File: src/rtl/bus_wr_logger_pkg.sv
// Shared constants and types for the bus write logger.
// CSR offsets, STATUS bit positions and the log entry record.
package bus_wr_logger_pkg;

  localparam logic [3:0] CSR_CTRL      = 4'h0;
  localparam logic [3:0] CSR_STATUS    = 4'h4;
  localparam logic [3:0] CSR_HEAD_ADDR = 4'h8;
  localparam logic [3:0] CSR_HEAD_DATA = 4'hC;

  localparam int CTRL_EN  = 0;
  localparam int CTRL_CLR = 1;

  localparam int ST_CNT_W = 9;
  localparam int ST_FULL  = 9;
  localparam int ST_EMPTY = 10;
  localparam int ST_OVF   = 11;

  // Fields sized for the widest supported bus; narrower
  // builds carry zeros in the upper bits.
  localparam int LOG_FIELD_W = 64;

  typedef struct packed {
    logic [LOG_FIELD_W-1:0] addr;
    logic [LOG_FIELD_W-1:0] data;
  } log_entry_t;

endpackage

File: src/rtl/log_fifo.sv
// Circular log storage: entries, read/write pointers and
// occupancy count, with a synchronous clear.
module log_fifo
  import bus_wr_logger_pkg::*;
#(
  parameter int DEPTH = 8,
  localparam int PW = $clog2(DEPTH),
  localparam int CW = $clog2(DEPTH) + 1
) (
  input  logic          clk_i,
  input  logic          arst_n_i,
  input  logic          clr_i,
  input  logic          push_i,
  input  logic          pop_i,
  input  log_entry_t    entry_i,
  output log_entry_t    head_o,
  output logic          full_o,
  output logic          empty_o,
  output logic [CW-1:0] count_o
);

  log_entry_t    mem_q [DEPTH];
  logic [PW-1:0] wr_ptr_q, wr_ptr_d;
  logic [PW-1:0] rd_ptr_q, rd_ptr_d;
  logic [CW-1:0] count_q, count_d;

  // Pointer and count update; clear wins over push/pop.
  always_comb begin
    wr_ptr_d = wr_ptr_q;
    rd_ptr_d = rd_ptr_q;
    count_d  = count_q;
    if (clr_i) begin
      wr_ptr_d = '0;
      rd_ptr_d = '0;
      count_d  = '0;
    end else begin
      if (push_i) wr_ptr_d = wr_ptr_q + PW'(1);
      if (pop_i)  rd_ptr_d = rd_ptr_q + PW'(1);
      count_d = count_q + CW'(push_i) - CW'(pop_i);
    end
  end

  // Pointer and count registers.
  always_ff @(posedge clk_i or negedge arst_n_i) begin
    if (!arst_n_i) begin
      wr_ptr_q <= '0;
      rd_ptr_q <= '0;
      count_q  <= '0;
    end else begin
      wr_ptr_q <= wr_ptr_d;
      rd_ptr_q <= rd_ptr_d;
      count_q  <= count_d;
    end
  end

  // Entry storage; contents need no reset.
  always_ff @(posedge clk_i) begin
    if (push_i && !clr_i) mem_q[wr_ptr_q] <= entry_i;
  end

  // Status flags and head entry.
  always_comb begin
    head_o  = mem_q[rd_ptr_q];
    full_o  = (count_q == CW'(DEPTH));
    empty_o = (count_q == '0);
    count_o = count_q;
  end

endmodule

File: src/rtl/bus_wr_logger.sv
// Snoops bus writes into a circular log and exposes it
// through a small CSR slave (control, status, head pop).
module bus_wr_logger
  import bus_wr_logger_pkg::*;
#(
  parameter int DEPTH  = 8,
  parameter int ADDR_W = 32,
  parameter int DATA_W = 32
) (
  input  logic              clk_i,
  input  logic              arst_n_i,
  input  logic              mon_req_i,
  input  logic              mon_ack_i,
  input  logic              mon_we_i,
  input  logic [ADDR_W-1:0] mon_addr_i,
  input  logic [DATA_W-1:0] mon_wdata_i,
  input  logic              host_req_i,
  input  logic              host_we_i,
  input  logic [3:0]        host_addr_i,
  input  logic [DATA_W-1:0] host_wdata_i,
  output logic              host_ack_o,
  output logic              host_resp_o,
  output logic [DATA_W-1:0] host_rdata_o
);

  localparam int CW = $clog2(DEPTH) + 1;

  logic              en_q, en_d;
  logic              ovf_q, ovf_d;
  logic              resp_q, resp_d;
  logic [DATA_W-1:0] rdata_q, rdata_d;

  logic              rd_acc, wr_acc;
  logic              cap, pop, push, clr, ovf_set;
  logic              fifo_full, fifo_empty;
  logic [CW-1:0]     fifo_count;
  log_entry_t        push_entry, head;
  logic [DATA_W-1:0] status;
  logic              unused_wdata;

  assign unused_wdata = ^host_wdata_i[DATA_W-1:2];

  // Host access decode and capture / pop arbitration.
  always_comb begin
    host_ack_o = host_req_i;
    rd_acc  = host_req_i & ~host_we_i;
    wr_acc  = host_req_i & host_we_i;
    clr     = wr_acc & (host_addr_i == CSR_CTRL)
            & host_wdata_i[CTRL_CLR];
    cap     = mon_req_i & mon_ack_i & mon_we_i & en_q;
    pop     = rd_acc & (host_addr_i == CSR_HEAD_DATA)
            & ~fifo_empty;
    push    = cap & (~fifo_full | pop) & ~clr;
    ovf_set = cap & fifo_full & ~pop & ~clr;
    push_entry.addr = LOG_FIELD_W'(mon_addr_i);
    push_entry.data = LOG_FIELD_W'(mon_wdata_i);
  end

  log_fifo #(
    .DEPTH (DEPTH)
  ) u_fifo (
    .clk_i    (clk_i),
    .arst_n_i (arst_n_i),
    .clr_i    (clr),
    .push_i   (push),
    .pop_i    (pop),
    .entry_i  (push_entry),
    .head_o   (head),
    .full_o   (fifo_full),
    .empty_o  (fifo_empty),
    .count_o  (fifo_count)
  );

  // Control state and registered read data.
  always_comb begin
    status = '0;
    status[ST_CNT_W-1:0] = ST_CNT_W'(fifo_count);
    status[ST_FULL]      = fifo_full;
    status[ST_EMPTY]     = fifo_empty;
    status[ST_OVF]       = ovf_q;

    en_d = en_q;
    if (wr_acc && host_addr_i == CSR_CTRL)
      en_d = host_wdata_i[CTRL_EN];
    ovf_d = clr ? 1'b0 : (ovf_q | ovf_set);

    resp_d  = rd_acc;
    rdata_d = '0;
    if (rd_acc) begin
      unique case (host_addr_i)
        CSR_CTRL:      rdata_d = DATA_W'(en_q);
        CSR_STATUS:    rdata_d = status;
        CSR_HEAD_ADDR:
          if (!fifo_empty) rdata_d = DATA_W'(head.addr);
        CSR_HEAD_DATA:
          if (!fifo_empty) rdata_d = DATA_W'(head.data);
        default:       rdata_d = '0;
      endcase
    end
  end

  // Control and response registers.
  always_ff @(posedge clk_i or negedge arst_n_i) begin
    if (!arst_n_i) begin
      en_q    <= 1'b0;
      ovf_q   <= 1'b0;
      resp_q  <= 1'b0;
      rdata_q <= '0;
    end else begin
      en_q    <= en_d;
      ovf_q   <= ovf_d;
      resp_q  <= resp_d;
      rdata_q <= rdata_d;
    end
  end

  assign host_resp_o  = resp_q;
  assign host_rdata_o = rdata_q;

endmodule

File: config.mk
export PLATFORM = sky130hd
export DESIGN_NAME = bus_wr_logger
export DESIGN_NICKNAME = d
export VERILOG_FILES = /design/src/rtl/bus_wr_logger_pkg.sv /design/src/rtl/log_fifo.sv /design/src/rtl/bus_wr_logger.sv
export SDC_FILE = /design/constraint.sdc
export NUM_CORES = 1
export LEC_CHECK = 0
export ABC_AREA = 1
export ABC_CLOCK_PERIOD_IN_PS = 15500
export CORE_ASPECT_RATIO = 1.2
export CORE_UTILIZATION = 60
export DETAILED_ROUTE_END_ITERATION = 8
export PLACE_DENSITY = 0.89
export SETUP_SLACK_MARGIN = 0.1
export SLEW_MARGIN = 40
export SYNTH_ARGS = -nofsm -noshare
export SYNTH_HDL_FRONTEND = slang
export SYNTH_HIERARCHICAL = 1
export SYNTH_SLANG_ARGS = --single-unit
File: constraint.sdc
create_clock -name clk_i -period 15.5 [get_ports clk_i]
set_input_delay 3.1 -clock clk_i [delete_from_list [all_inputs] [get_ports clk_i]]
set_output_delay 3.1 -clock clk_i [all_outputs]
set_load 0.02 [all_outputs]
# ---- Word level (Yosys, flattened, before mapping)
# Memory sizes are Yosys's and may differ from the RTL's.
# Cells that the tools add are included.
dict set report totals {
  mem_bits_rw 512
  out_inout_bits 34
  memories 1
  ff_bits 45
  elab_cells 56
}
dict set report classes {
  n_reduce_logical 7
  eq_ne 4
  n_addsub 4
  n_bitwise 21
  n_mux 12
}
# memory words word_bits read_ports rd_ports_with_merged_regs write_ports line_no
set mem_list {}
lappend mem_list {u_fifo.mem_q 8 64 1 0 1 log_fifo.sv:22} ;# log_entry_t mem_q [DEPTH];
# operator n
set ops {}
lappend ops {{one-hot mux 32 bit (4 select lines)} 1}
lappend ops {{2-to-1 mux 32 bit} 3}
lappend ops {{AND 1 bit} 14}
lappend ops {{equality test 4 bit, second input constant} 3}
lappend ops {{2-to-1 mux 3 bit} 4}
lappend ops {{zero test 4 bit} 2}
lappend ops {{adder 3 x 1 -> 3 bit, second input constant} 2}
lappend ops {{NOT 1 bit} 5}
lappend ops {{adder 4 x 1 -> 4 bit} 1}
lappend ops {{equality test 4 x 3 -> 1 bit, second input constant} 1}
lappend ops {{2-to-1 mux 4 bit} 1}
lappend ops {{nonzero test 2 bit} 2}
lappend ops {{subtractor 4 x 1 -> 4 bit} 1}
lappend ops {{2-to-1 mux 1 bit} 3}
lappend ops {{logical AND 1 bit} 2}
lappend ops {{OR 1 bit} 2}
lappend ops {{zero test 1 bit} 1}

# ---- Logic depth before layout (Yosys ltp)
# Gate-level depths: netlist of the first run.
dict set report depth {
  ltp_word 10
  mapped_depth 14
  mapped_depth_nobuf 14
}

# ---- Modules after synthesis
# Netlist of the first run, hierarchy kept.
# module cells_each area_per_inst_um2 instances
set by_module_without_submodules {}
lappend by_module_without_submodules {log_fifo 4502 45321.0 1}
lappend by_module_without_submodules {bus_wr_logger 211 1661.6 1}

# ---- Worst setup path before layout of the first run
# No wires, ideal clock.
dict set report synth_path {
  path_kind {input -> register}
  from {in host_addr_i[0]}
  to {mem u_fifo/mem_q[0][0] (netlist name), enable pin}
  arrival_ps 9253
  slack_ps 5630
  cell_stages 11
  path_buffers 0
  t_required_ps 14883
  path_cell_list {inv_1 > nand2_1 > nor2_4 > nand2_1 > nand2_1 > nand2_1 > nor2_1 > nand2_1 > inv_1 > nand2_1 > nor2_1}
}
dict set report synth_via {
  elab_chain_len 9
}
# item line_no
set synth_lines {}
lappend synth_lines {{start, declared} bus_wr_logger.sv:19} ;# input logic [3:0] host_addr_i,
lappend synth_lines {{equality test 4 bit} bus_wr_logger.sv:51} ;# pop = rd_acc & (host_addr_i == CSR_HEAD_DATA)
lappend synth_lines {{AND 1 bit} bus_wr_logger.sv:51}
lappend synth_lines {{AND 1 bit} bus_wr_logger.sv:52} ;# & ~fifo_empty;
lappend synth_lines {{OR 1 bit} bus_wr_logger.sv:53} ;# push = cap & (~fifo_full | pop) & ~clr;
lappend synth_lines {{AND 1 bit} bus_wr_logger.sv:53}
lappend synth_lines {{AND 1 bit *} bus_wr_logger.sv:53}
lappend synth_lines {{via push} bus_wr_logger.sv:34} ;# logic cap, pop, push, clr, ovf_set;
lappend synth_lines {{logical AND 1 bit *} log_fifo.sv:58} ;# if (push_i && !clr_i) mem_q[wr_ptr_q] <= entry_i;
lappend synth_lines {{2-to-1 mux 1 bit *} log_fifo.sv:58}
lappend synth_lines {{2-to-1 mux 1 bit (implied by the code) *} log_fifo.sv:58}
lappend synth_lines {{end, declared} log_fifo.sv:22}
# The timed path passes the listed nets; every way through them passes the cells marked *.

# ---- Worst setup path after layout of the first run
dict set report layout_path {
  from {in host_req_i}
  to {out host_ack_o}
}
# item line_no
set layout_rtl {}
lappend layout_rtl {{start, declared} bus_wr_logger.sv:17} ;# input logic host_req_i,
lappend layout_rtl {{end, declared} bus_wr_logger.sv:21} ;# output logic host_ack_o,
# No word-level cell between the ends.

==> results of run 1 <==
## worst paths after layout
check	end	slack (ns)	depth (start not counted)
setup reg to reg	u_fifo/mem_q[4][4]	11.75	14
hold reg to reg	host_rdata_o[11]	0.48	2
min in group asynchronous	host_resp_o	2.61	2
setup / recovery	host_ack_o	8.16	2
max in group asynchronous	u_fifo/rd_ptr_q[1]	12.41	2
hold / removal	host_rdata_o[11]	0.48	2
## layout by cell type (no fill, tap or decap), drive strengths merged
cell and instances:
clkinvlp 2, diode 6, nand2 918, edfxtp 512, nand3 292, nor3b 2, a21oi 31, a211oi 1
dfrtp 45, clkdlybuf4s50 109, nor3 1, nor2 23, buf 22, inv 545, o21ai 7, ha 8
fa 1, clkinv 13, or2 2, nand3b 1, clkbuf 72
## final cells by class
class / instances / area [sq um] / area share, %
Antenna cell: 6 / 15.0 / 0.0546
Clock buffer: 72 / 1400 / 5.08
Clock inverter: 14 / 66.3 / 0.241
Inverter: 546 / 2080 / 7.55
Multi-Input combinational cell: 1287 / 5430 / 19.8
Sequential cell: 557 / 16500 / 60.1
Tap cell: 539 / 674 / 2.45
Timing Repair Buffer: 131 / 1320 / 4.80
## per-stage QoR
| stage | hold WS, ns | utilization [%] | area [sq um] | setup WS (ns) |
|---|---|---|---|---|
| floorplan | 0.442 | - | 24900 | 8.40 |
| global placement | 0.466 | 63.4 | 25900 | 8.16 |
| detailed placement | 0.468 | 63.5 | 25900 | 8.16 |
| CTS | 0.481 | 67.1 | 27400 | 8.16 |
| global route | 0.522 | 67.3 | 27500 | 8.12 |
| finish | 0.480 | 67.3 | 27500 | 8.16 |
## power breakdown
part / switching (W) / internal (W)
Clock: 0.000508 / 0.000623
Combinational: 0.000688 / 0.000269
Sequential: 0.0000491 / 0.00167
## routing by layer
layer / vias up / share of wire, % / global-route usage (%)
met4: 4 / 5.4 / 17.7
met1: 8195 / 33 / 32.5
met2: 1201 / 50 / 48.9
met3: 237 / 11 / 5.70
met5: - / 0.043 / 0
li1: 7924 / - / -
## registers in the layout, summed over array words and instances, names as in the netlist
signal / cells
u_fifo/mem_q: 512
host_rdata_o: 32
u_fifo/count_o: 4
u_fifo/rd_ptr_q: 3
u_fifo/wr_ptr_q: 3
en_q: 1
host_resp_o: 1
ovf_q: 1
==> impl_metrics.tcl, run 1 <==
set metrics [dict create \
    dr.pass1.iters 6 \
    r2r_start "u_fifo/count_o[2]" \
    dr.first_iter.drc_count 2414 \
    final_antenna_net_count 0 \
    syn_to_final_growth_pct 10.5 \
    worst_setup_path_category "input pin to primary output" \
    ys_warn_count 6 \
    wl_per_cell_um 19.0 \
    floorplan.initialDensity_pct 60.9 \
    max_stage_delay_ns 0.62 \
    finalNonFillerCells 3152 \
    cts-buffers-inserted 51 \
    postCtsSetupRepairBufs 0 \
    worstMarginPinSlew_ns 0.894 \
    ctsHoldBuffers 0 \
    max_freq_mhz 136 \
    clock_tree.root_cell "sky130_fd_sc_hd__clkbuf_16" \
    grt_overflow 0 \
    postSynthCellCount 2537 \
    fin_worst_skew_ns 0.0165 \
    fin_total_pwr_w 0.00381 \
    syn_area_sq_mm 0.0249 \
    core_area_sq_mm 0.0408 \
    clock_tree_from_tritoncts "yes" \
    setup-tns-final_ns 0 \
    hold_path.startpoint "ovf_q" \
    timing.critical_path.cells "clkdlybuf4s50_1 > clkdlybuf4s50_1" \
    final-setup-viol-count 0 \
    die_height_um 225 \
    unrepaired_setup_endpoints_after_global_routing "false" \
    cp-startpoint "host_req_i" \
    timing.critical_path.max_delay_family "buffers and inverters" \
    slowest_stage "sky130_fd_sc_hd__clkdlybuf4s50_1" \
    syn-num-nets 2653 \
    timing.critical_path.buf_inv 2 \
    timing_max_transition_violations_final 0 \
    die_area_sq_mm 0.0423 \
    die_w_um 188 \
    hold_path.class "flip-flop to flip-flop" \
    cts_resized 0 \
    globalRouteTotalUtil_pct 28.3 \
    critical_path.most_common_cell "sky130_fd_sc_hd__clkdlybuf4s50_1" \
    share_of_cells_above_drive_strength_1_pct 3.87 \
    worstSkewPairLatency_ns 0.59 \
    drcViolationCount 0 \
    totalWireLength_mm 59.9 \
    fillerInstances 2667 \
    syn_avg_cell_area_sq_um 9.80 \
    ios 141 \
    crit_arrival_ns 4.24 \
    p_leak_nw 12.4 \
    critPathRequiredTime_ns 12.40 \
    place_hpwl_mm 32.8 \
    grt_antenna_before_repair 9 \
    outcome "finished, final reports clean" \
    fin_crit_sh_pct 47.3 \
    grt_max_degree 170 \
    startpoint_type "input pin" \
    max-vdd-ir-drop_v 0.0000967 \
    dp.cells 3058 \
    fin_crit_ns 7.34 \
    num_rows 81 \
    relSlewSlack_pct 40.4 \
    worstSetupEndpointType "primary output" \
    port-buffer-count 110 \
    maxCapViolations 0 \
    globalplace.congestion 0.867 \
    cts.reportedPaths.clkPinSlew_ns 0.06 \
    clkSinkCount 557 \
    drt-vias-per-instance 5.57 \
    clock_path_buffers 3 \
    cts_htree_levels 2 \
    num_vias 17600 \
    first_global_vias 17800 \
    power_density_mw_per_mm2 139 \
    first_pass_grt_wire_length_mm 91.6 \
    hold_vio_cnt_final 0 \
    cp_max_fo 4 \
    final_net_count 2690 \
]
(Power assumes the default switching activity.)
==> run 2: changes to the inputs <==
--- a/config.mk
+++ b/config.mk
@@ -6,7 +6,7 @@
 export NUM_CORES = 1
 export LEC_CHECK = 0
 export ABC_AREA = 1
-export ABC_CLOCK_PERIOD_IN_PS = 15500
+export ABC_CLOCK_PERIOD_IN_PS = 6920
 export CORE_ASPECT_RATIO = 1.2
 export CORE_UTILIZATION = 60
 export DETAILED_ROUTE_END_ITERATION = 8
==> constraint.sdc (replaced) <==
create_clock -name clk_i -period 6.92 [get_ports clk_i]
set_input_delay 1.384 -clock clk_i [delete_from_list [all_inputs] [get_ports clk_i]]
set_output_delay 1.384 -clock clk_i [all_outputs]
set_load 0.02 [all_outputs]
==> impl_metrics.tcl, run 2 (synthesized netlist as in run 1, its figures left out) <==
set metrics [dict create \
    p_leak_nw 12.6 \
    largest_register_ffs 512 \
    max_freq_mhz 216 \
    globalplace.congestion 0.888 \
    gate_power_share_pct 24.5 \
    dp.cells 3056 \
    max_stage_delay_ns 0.73 \
    grt_max_degree 132 \
    floorplan.initialDensity_pct 60.9 \
    ios 141 \
    timing.critical_path.max_delay_family "simple AND/OR/NAND/NOR gates" \
    grt_antenna_before_repair 7 \
    fillerInstances 2537 \
    core_area_sq_mm 0.0408 \
    globalRouteTotalUtil_pct 28.0 \
    totalWireLength_mm 59.4 \
    power_switching_w 0.00286 \
    slowest_stage "sky130_fd_sc_hd__nor2_4" \
    finalNonFillerCells 3165 \
    clock_tree.root_cell "sky130_fd_sc_hd__clkbuf_16" \
    power_density_mw_per_mm2 321 \
    hold_path.class "flip-flop to flip-flop" \
    cts-buffers-inserted 52 \
    syn_to_final_growth_pct 12.2 \
    fin_crit_sh_pct 66.9 \
    final_cell_area_sq_mm 0.0279 \
    seq_area_sq_mm 0.0165 \
    num_rows 81 \
    maxCapViolations 0 \
    final_antenna_net_count 0 \
    grt_overflow 0 \
    place_hpwl_mm 31.2 \
    timing.critical_path.cells "clkdlybuf4s50_1 > nand2_1 > nor2_4 > nand2_1 > nand2_1 > nand2_1 > nor2_1 > nand2_1 > inv_1 > nand2_1 > nor2_4 > buf_12" \
    power.share.switching_pct 31.9 \
    largest_register "u_fifo/mem_q" \
    final_net_count 2692 \
    share_of_cells_above_drive_strength_1_pct 4.58 \
    timing_max_transition_violations_final 0 \
    clock_path_buffers 3 \
    fin_crit_ns 4.63 \
    first_global_vias 17600 \
    timing.final.ws_setup_ns 2.29 \
    unrepaired_setup_endpoints_after_global_routing "false" \
    worstSetupEndpointType "flip-flop" \
    clkSinkCount 557 \
    worstMarginPinSlew_ns 0.849 \
    worstSkewPairLatency_ns 0.59 \
    mostFrequentLayoutCells "sky130_fd_sc_hd__nand2_1, sky130_fd_sc_hd__inv_1, sky130_fd_sc_hd__edfxtp_1, sky130_fd_sc_hd__nand3_1, sky130_fd_sc_hd__clkdlybuf4s50_1" \
    num_vias 17400 \
    drcViolationCount 0 \
    cp_max_fo 42 \
    final-setup-viol-count 0 \
    p_int_w 0.00610 \
    startpoint_type "input pin" \
    minimum_setup_slack_after_placement_ns 1.73 \
    ctsHoldBuffers 0 \
    dr.first_iter.drc_count 2258 \
    critical_path.most_common_cell "sky130_fd_sc_hd__nand2_1" \
    crit_arrival_ns 4.88 \
    multi_input_area_sq_mm 0.00543 \
    relSlewSlack_pct 43.4 \
    setup-tns-final_ns 0 \
    cts.reportedPaths.clkPinSlew_ns 0.06 \
    die_height_um 225 \
    max-vdd-ir-drop_v 0.000325 \
    first_pass_grt_wire_length_mm 90.7 \
    postPlaceCellArea_sq_mm 0.0260 \
    sequentialPowerShare_pct 42.6 \
    outcome "finished, final reports clean" \
    hold_vio_cnt_final 0 \
    worst_setup_path_category "input pin to flip-flop" \
    most_frequent_standard_cell_in_the_layout_excluding_fill_and_tap_cells "sky130_fd_sc_hd__nand2_1" \
    dr.pass1.iters 6 \
    critPathRequiredTime_ns 7.17 \
    timing.critical_path.buf_inv 3 \
    die_area_sq_mm 0.0423 \
    wl_per_cell_um 18.8 \
    clock_tree_from_tritoncts "yes" \
    port-buffer-count 110 \
    cts_htree_levels 2 \
    postCtsSetupRepairBufs 0 \
    die_w_um 188 \
    cts_resized 0 \
    fin_worst_skew_ns 0.0215 \
    clock_power_share_pct 32.9 \
    drt-vias-per-instance 5.49 \
]
==> run 2: cell count changes in the layout (fill, tap and decap cells not counted), moves of 3 or more <==
| cell | previous run | this run |
|---|---|---|
| sky130_fd_sc_hd__bufinv_16 | 0 | 8 |
| sky130_fd_sc_hd__buf_4 | 8 | 5 |
| sky130_fd_sc_hd__clkbuf_8 | 0 | 3 |
| sky130_fd_sc_hd__clkbuf_1 | 19 | 12 |
| sky130_fd_sc_hd__buf_12 | 1 | 8 |
| sky130_fd_sc_hd__buf_6 | 10 | 6 |
==> run 2: final cells by class <==
class                           count  share of cell area (%)
Multi-Input combinational cell   1287                    19.5
Clock inverter                     30                    1.30
Antenna cell                        6                  0.0538
Tap cell                          539                    2.42
Sequential cell                   557                    59.1
Timing Repair Buffer              132                    5.15
Inverter                          546                    7.42
Clock buffer                       68                    5.06
==> run 2: per-layer routing <==
layer	GRT usage, %	vias to the layer above	part of all wire (%)
met5	0	-	0.017
met4	17.3	2	5.4
met3	4.38	215	10
met2	48.7	1142	51
met1	32.7	8072	34
li1	-	7931	-
==> run 2: worst register-to-register path, cell delays in order (launching register included) <==
cell,delay [ns]
sky130_fd_sc_hd__dfrtp_1,0.37
sky130_fd_sc_hd__inv_1,0.10
sky130_fd_sc_hd__ha_1,0.21
sky130_fd_sc_hd__nor3b_1,0.16
sky130_fd_sc_hd__nor2_1,0.17
sky130_fd_sc_hd__nand2_1,0.12
sky130_fd_sc_hd__nand2_1,0.10
sky130_fd_sc_hd__nand2_1,0.05
sky130_fd_sc_hd__nor2_1,0.23
sky130_fd_sc_hd__nand2_1,0.09
sky130_fd_sc_hd__inv_1,0.10
sky130_fd_sc_hd__nand2_1,0.26
sky130_fd_sc_hd__nor2_4,0.73
sky130_fd_sc_hd__buf_12,0.40
==> run 2: path summary, 6_finish.rpt <==
kind,startpoint,slack [ns],to,cells after the start
setup / recovery,host_addr_i[3],2.29,u_fifo/mem_q[2][81],12
hold / removal,ovf_q,0.49,host_rdata_o[11],2
setup reg to reg,u_fifo/count_o[2],3.46,u_fifo/mem_q[2][81],13
hold reg to reg,ovf_q,0.49,host_rdata_o[11],2
max in group asynchronous,arst_n_i,5.56,u_fifo/rd_ptr_q[1],2
min in group asynchronous,arst_n_i,0.89,host_resp_o,2
==> run 2: per-stage QoR <==
step | util [%] | total power (W) | hold WS [ns]
6_report | 68.3 | 0.00896 | 0.486
5_1_grt | 68.3 | 0.00930 | 0.515
4_1_cts | 68.0 | 0.00888 | 0.486
3_5_place_dp | 63.6 | 0.00593 | 0.472
3_3_place_gp | 63.6 | 0.00582 | 0.463
2_1_floorplan | - | 0.00549 | 0.442
==> run 2: power by group through the flow <==
stage,registers [W],logic [W],clock network [W]
2_1_floorplan,0.00384,0.00165,0
3_3_place_gp,0.00395,0.00187,0
3_5_place_dp,0.00396,0.00198,0
4_1_cts,0.00388,0.00203,0.00296
5_1_grt,0.00382,0.00239,0.00310
6_report,0.00382,0.00219,0.00295
